[src/rtl/note_player.sv]
// -----------------------------------------------------------------------------
// note_player
//
// Consumer end of the record/playback sequencer. While the sequencer holds
// ld_note, each rising edge of ld_note stores one 3-bit note code into a
// 16-entry memory. While ld_play is high, the code addressed by note_counter
// is fetched on the ld_play rising edge and on every next_note_en tick, and a
// square wave of +/-AMP at that note's pitch is produced on audio_out.
//
// Optional feature (macro NOTE_PLAYER_GAP_EN): each fetch first passes
// through a GAP state of GAP_CYC silent cycles before the tone begins. With
// the macro undefined the GAP state does not exist and the tone starts on
// the cycle after the fetch.
//
// Ports:
//   clk           in   system clock (50 MHz)
//   reset         in   asynchronous, active-high; clears all state except
//                      the note memory
//   ld_note       in   level from sequencer; rising edge writes note_in
//   note_in       in   note code: 0 = rest, 1..7 = C4 D4 E4 F4 G4 A4 B4
//   ld_play       in   level from sequencer; high while playback is active
//   note_counter  in   playback address into the note memory
//   next_note_en  in   one-cycle tick requesting the next note
//   audio_out     out  signed square-wave sample
//   playing       out  high while a note is being played (PLAY or GAP)
//   cur_note      out  code currently sounding
//   notes_stored  out  number of writes, saturating at 15
// -----------------------------------------------------------------------------
module note_player #(
  parameter int                      AMP_W      = 16,
  parameter logic signed [AMP_W-1:0] AMP        = 16'sd8192,
  parameter int                      TONE_SHIFT = 0
`ifdef NOTE_PLAYER_GAP_EN
  ,
  parameter int                      GAP_CYC    = 2500000
`endif
) (
  input  logic                    clk,
  input  logic                    reset,
  input  logic                    ld_note,
  input  logic [2:0]              note_in,
  input  logic                    ld_play,
  input  logic [3:0]              note_counter,
  input  logic                    next_note_en,
  output logic signed [AMP_W-1:0] audio_out,
  output logic                    playing,
  output logic [2:0]              cur_note,
  output logic [3:0]              notes_stored
);

  typedef enum logic [1:0] {
    IDLE,
    LOAD,
`ifdef NOTE_PLAYER_GAP_EN
    GAP,
`endif
    PLAY
  } state_t;

`ifdef NOTE_PLAYER_GAP_EN
  // A gap length below one cycle is treated as a single cycle so the
  // countdown always terminates.
  localparam int GAP_N = (GAP_CYC < 1) ? 1 : GAP_CYC;
  localparam int GW    = $clog2(GAP_N + 1);
`endif

  state_t      state;
  logic [2:0]  mem [16];
  logic [3:0]  wr_ptr;
  logic        ld_note_q;
  logic        ld_play_q;
  logic        ld_note_rise;
  logic        ld_play_rise;
  logic        do_fetch;
  logic [2:0]  fetch_code;
  logic [16:0] fetch_hp;
  logic [16:0] reload_hp;
  logic [16:0] tone_cnt;
  logic        phase;
`ifdef NOTE_PLAYER_GAP_EN
  logic [GW-1:0] gap_cnt;
`endif

  // Half-period in clock cycles for each note code, scaled down by
  // TONE_SHIFT. A non-rest note never maps to zero, otherwise the tone
  // counter would wrap instead of reloading.
  function automatic logic [16:0] half_period(input logic [2:0] code);
    logic [16:0] base;
    logic [16:0] scaled;
    case (code)
      3'd1:    base = 17'd95554;
      3'd2:    base = 17'd85132;
      3'd3:    base = 17'd75843;
      3'd4:    base = 17'd71586;
      3'd5:    base = 17'd63776;
      3'd6:    base = 17'd56818;
      3'd7:    base = 17'd50619;
      default: base = 17'd0;
    endcase
    scaled = base >> TONE_SHIFT;
    if ((code != 3'd0) && (scaled == 17'd0)) begin
      scaled = 17'd1;
    end
    return scaled;
  endfunction

  assign ld_note_rise = ld_note & ~ld_note_q;
  assign ld_play_rise = ld_play & ~ld_play_q;
  assign fetch_code   = mem[note_counter];
  assign fetch_hp     = half_period(fetch_code);
  assign reload_hp    = half_period(cur_note);
  assign notes_stored = wr_ptr;

  // A fetch starts from IDLE on a fresh ld_play edge, or from an active
  // note on a step tick. ld_note overrides everything, so no fetch is
  // possible while it is high.
  always_comb begin
    do_fetch = 1'b0;
    if (!ld_note) begin
      if (state == IDLE) begin
        do_fetch = ld_play_rise;
      end else if (state != LOAD) begin
        do_fetch = ld_play & next_note_en;
      end
    end
  end

  // Note memory has no reset so recorded notes survive a reset pulse.
  always_ff @(posedge clk) begin
    if (ld_note_rise) begin
      mem[wr_ptr] <= note_in;
    end
  end

  // Sequencer state, write pointer and tone generator. ld_play_q resets
  // high so that an ld_play level held through reset does not look like a
  // new edge; playback only resumes after ld_play drops and rises again.
  always_ff @(posedge clk or posedge reset) begin
    if (reset) begin
      state     <= IDLE;
      wr_ptr    <= 4'd0;
      ld_note_q <= 1'b0;
      ld_play_q <= 1'b1;
      cur_note  <= 3'd0;
      audio_out <= '0;
      playing   <= 1'b0;
      tone_cnt  <= 17'd0;
      phase     <= 1'b0;
`ifdef NOTE_PLAYER_GAP_EN
      gap_cnt   <= '0;
`endif
    end else begin
      ld_note_q <= ld_note;
      ld_play_q <= ld_play;

      // The pointer sticks at 15 so later writes overwrite the last entry.
      if (ld_note_rise && (wr_ptr != 4'd15)) begin
        wr_ptr <= wr_ptr + 4'd1;
      end

      if (ld_note) begin
        state     <= LOAD;
        playing   <= 1'b0;
        audio_out <= '0;
      end else if (do_fetch) begin
        cur_note <= fetch_code;
        phase    <= 1'b0;
        playing  <= 1'b1;
        tone_cnt <= fetch_hp;
`ifdef NOTE_PLAYER_GAP_EN
        state     <= GAP;
        gap_cnt   <= GW'(GAP_N);
        audio_out <= '0;
`else
        state     <= PLAY;
        audio_out <= (fetch_code == 3'd0) ? '0 : AMP;
`endif
      end else begin
        case (state)
          IDLE: begin
          end
          LOAD: begin
            state <= IDLE;
          end
          PLAY: begin
            if (!ld_play) begin
              state     <= IDLE;
              playing   <= 1'b0;
              audio_out <= '0;
            end else if (cur_note != 3'd0) begin
              // Reloading at 1 rather than 0 makes each half exactly
              // half_period cycles long.
              if (tone_cnt == 17'd1) begin
                tone_cnt  <= reload_hp;
                phase     <= ~phase;
                audio_out <= phase ? AMP : -AMP;
              end else begin
                tone_cnt <= tone_cnt - 17'd1;
              end
            end
          end
`ifdef NOTE_PLAYER_GAP_EN
          GAP: begin
            if (!ld_play) begin
              state     <= IDLE;
              playing   <= 1'b0;
              audio_out <= '0;
            end else if (gap_cnt <= GW'(1)) begin
              state     <= PLAY;
              tone_cnt  <= reload_hp;
              phase     <= 1'b0;
              audio_out <= (cur_note == 3'd0) ? '0 : AMP;
            end else begin
              gap_cnt <= gap_cnt - GW'(1);
            end
          end
`endif
          default: begin
            state <= IDLE;
          end
        endcase
      end
    end
  end

endmodule

[config.mk]
export PLATFORM = sky130hd
export DESIGN_NAME = note_player
export DESIGN_NICKNAME = d
export VERILOG_FILES = /design/src/rtl/note_player.sv
export SDC_FILE = /design/constraint.sdc
export NUM_CORES = 1
export LEC_CHECK = 0
export ABC_CLOCK_PERIOD_IN_PS = 2650
export CORE_MARGIN = 2
export CORE_UTILIZATION = 29
export CTS_CLUSTER_DIAMETER = 100
export DETAILED_ROUTE_END_ITERATION = 8
export SYNTH_ARGS = -nofsm -noshare
export SYNTH_HDL_FRONTEND = slang
export SYNTH_SLANG_ARGS = --single-unit
[constraint.sdc]
create_clock -name clk -period 2.65 [get_ports clk]
set_input_delay 0.795 -clock clk [delete_from_list [all_inputs] [get_ports clk]]
set_output_delay 0.795 -clock clk [all_outputs]
set_load 0.03 [all_outputs]
==> results of run 1 <==
-- worst max path at each step --
stage                       to  slack (ns)
6_report       notes_stored[3]        0.19
5_1_grt           tone_cnt[10]        0.04
4_1_cts           tone_cnt[14]        0.07
3_5_place_dp      tone_cnt[14]       -0.46
3_3_place_gp      tone_cnt[14]       -0.42
2_1_floorplan     tone_cnt[10]        0.21
-- power by group through the flow --
stage	sequential (W)	clock [W]	combinational (W)
floorplan	0.00170	0	0.000632
global placement	0.00168	0	0.000963
detailed placement	0.00169	0	0.000981
CTS	0.00167	0.00130	0.000997
global route	0.00170	0.00135	0.00109
finish	0.00167	0.00126	0.000998
-- final cells by class --
class,instances,area [um^2]
Clock buffer,11,243
Clock inverter,5,62.6
Fill cell,1399,9250
Inverter,10,37.5
Multi-Input combinational cell,259,1770
Sequential cell,80,2240
Tap cell,184,230
Timing Repair Buffer,56,533
-- metal layers --
layer	vias up	track usage	wire, um
li1	1447	-	-
met1	1497	0.163	4260
met2	110	0.216	4940
met3	14	0.0296	506
met4	0	0.0568	162
met5	-	0	0
-- sequential cells by signal, summed over array words and instances (netlist names) --
signal	flops
mem	48
tone_cnt	17
notes_stored	4
cur_note	3
audio_out	2
state	2
ld_note_q	1
ld_play_q	1
phase	1
playing	1
-- cells in the mapped netlist (8+ instances only) --
master,n,area share
o22ai_1,8,0.012
a21oi_1,20,0.024
clkbuf_1,12,0.011
a22oi_1,9,0.016
nor3_1,14,0.017
dfrtp_1,31,0.18
edfxtp_1,48,0.34
nand3_1,8,0.0095
nor2_1,35,0.031
buf_4,14,0.025
mux4_2,11,0.059
nand2_1,32,0.029
o21ai_0,16,0.019
inv_1,9,0.0080
-- logic make-up after synthesis --
logic type                 count (synthesis)  synth area share
adders and majority gates                  7            0.0202
AOI/OAI and AO/OA                         90             0.141
and+or+nand+nor                          127             0.159
muxes                                     15            0.0725
buffers and inverters                     44            0.0586
DFF                                       80             0.533
xor gates and xnor gates                   7            0.0146
other                                      1          0.000891
-- stage by stage --
stage,hold slack (ns),cells,setup WS (ns),total power [W],instance area [um^2]
finish,0.483,605,0.186,0.00393,5120
global placement,0.462,586,-0.417,0.00265,4770
detailed placement,0.472,586,-0.457,0.00267,4770
CTS,0.488,605,0.0714,0.00396,5130
floorplan,0.524,383,0.208,0.00233,4250
global route,0.527,605,0.0398,0.00413,5120
-- tightest hold or removal path, stage by stage (launching register included) --
cell,delay [ns]
dfrtp_1,0.34
nand2_1,0.05
nand2_1,0.06
-- layout by cell type (no fill, tap or decap), drive strengths merged, types with 3 or more instances in the layout --
cell / n
o21a: 6
nor2b: 6
clkdlybuf4s50: 21
edfxtp: 48
a21oi: 20
xnor2: 5
nor4: 4
a221oi: 3
nor2: 35
dfrtp: 31
nand3b: 3
clkbuf: 12
inv: 12
o21ai: 23
nand3: 10
nand2: 32
nand2b: 7
o22ai: 8
and2: 3
mux4: 12
a32o: 3
ha: 6
a22oi: 11
o221ai: 3
buf: 33
conb: 13
nor3: 14
or2: 3
-- what timing repair did --
action | in CTS | in global routing
setup buffers | 2 | 0
cloned | 1 | 0
pin swaps | 1 | 0
resized for setup | 2 | 2
endpoints found under the setup margin | 11 | 7
==> summary.txt, run 1 <==
Run status
  – Outcome: finished, final reports clean

Power and ir drop
  – Sequential cell fraction of total power: 0.425
  – Int Pwr: between 0.002 and 0.003 W
  – Clock power frac: 0.321
  – Sw Ratio: 0.325
  – Logic pwr share: 0.254
  – Net switching component of the power: approximately 0.0013 W
  – Highest ir drop seen on vdd: 0.662 mV
  – Pwr/cell area: roughly 770 nW/um^2
  – Leakage power total: around 1.9 nW

Critical path
  – Critical path endpoint category: primary output
  – Family with the most delay on the worst path: buffers and inverters
  – Crit-path slowest cell: clkdlybuf4s50_1
  – Setup Crit Path Kind: reg2out
  – Worst setup path startpoint: notes_stored[3]
  – Highest cell delay on the worst timing path: between 0.7 and 0.8 ns
  – Worst R2R Path Depth: 7
  – Critical R2R Launch: tone_cnt[0]
  – Element type at the critical path start: register
  – Worst flop-to-flop path endpoint: tone_cnt[10]
  – Number of stages on the worst setup path: 1
  – Critical path peak fanout: 10
  – Arrival time at the worst endpoint: between 1.5 and 2 ns
  – CP Buf/Inv Count: 1
  – Worst reg2reg setup slack: 0.38 ns
  – Worst EP required: between 1.5 and 2 ns
  – Worst-path cell chain: clkdlybuf4s50_1

Route
  – Residual antenna-violating net count after detailed routing: 0
  – Number of DRC markers after the initial detailed-route iteration: about 190
  – Drt pass-1 iters: 4
  – Detailed-route wire length: ~10 mm
  – Remaining DRCs: 0
  – DR vias: between 3000 and 4000
  – Vias per cell: between 5 and 6
  – Wire length per cell: roughly 16 um

Die
  – Initial core utilization: 0.293
  – Die Height: about 120 um
  – X dimension of the die: 124 um
  – Ports placed on the boundary: 36
  – Die Footprint: between 15000 and 20000 um^2
  – Number of placement rows: 44
  – Core Box Area: roughly 14000 um^2

Clock tree
  – Clk buf depth: 2
  – Clock tree sinks: 80
  – Clock slew at the register clock pins of the worst setup and hold paths: ~0.06 ns
  – Num CTS Buffers: 9
  – Clock insertion delay at the later pin of the skew report: 0.34 ns
  – Cell at the root of the clock tree: clkbuf_16
  – Hold-fix buffers at CTS: 0
  – Level count of the clock H-tree: 3
  – TritonCTS clock tree: done

Hold path
  – WHS Path Cells: 2
  – Worst hold path type: reg2reg
  – Terminating pin of the worst hold path: playing
  – Min-delay src: playing

Timing
  – Setup Skew: about 0.012 ns
  – Measured slew at the worst slew-check pin: 0.595 ns
  – Max-slew violations: 0
  – Share of the clock period used by the worst path after layout: 0.930
  – Setup TNS: 0 ns
  – Post-layout minimum cycle time: approximately 2.5 ns
  – Worst-case headroom to the max-slew limit: 0.602
  – Maximum clock frequency: around 410 MHz
  – Final Hold Viols: 0
  – Final number of setup-violating endpoints: 0
  – Setup repair after global routing missed its margin: false

Yosys
  – Asr flop ratio synth: 0.400
  – EDFF count, synth: 48
  – Mean instance size in the synthesized netlist: about 11 um^2
  – Flip-flop cell with the highest count after synthesis: edfxtp_1
  – Number of flip-flops and latches in the synthesized netlist: 80
  – Proportion of synthesized chip area in sequential cells: 0.533
  – Yosys warning total: 0
  – Synthesized instance count: 371
  – Number of distinct standard cells referenced by the synthesized netlist: between 60 and 70
  – Netlist Area Pre-Place: between 4000 and 5000 um^2

Cells and area
  – Core Util, Final: 0.356
  – Layout-stage area growth over the synthesis result: 21.7%
  – Antenna fix cells: 0
  – Fraction of layout cells with a size suffix above 1: 0.181
  – # nets final: between 400 and 500

Global route
  – Wire length of the first global-routing pass: 16.0 mm
  – Overflow left after global routing: 0
  – Via count of the first global-routing pass: between 3000 and 4000
  – GRT Total Usage: 0.130
  – Maximum number of pins on one net before global-route repair: 33
  – Number of antenna violations at the first check in global routing: 0

Placement
  – Post-detail-place hpwl: ~7.0 mm
  – Final weighted congestion of routability-driven global placement: 0.911
  – Count of input and output buffers: 22

Run
  – Count of max-cap constraint violations: 0
Note: power is estimated with default switching activity, not from simulation.
==> run 2, diff against run 1 <==
CTS_CLUSTER_DIAMETER = 120   (was 100)
==> results of run 2 <==
No change in the layout: final DEF, timing and power equal those of run 1.
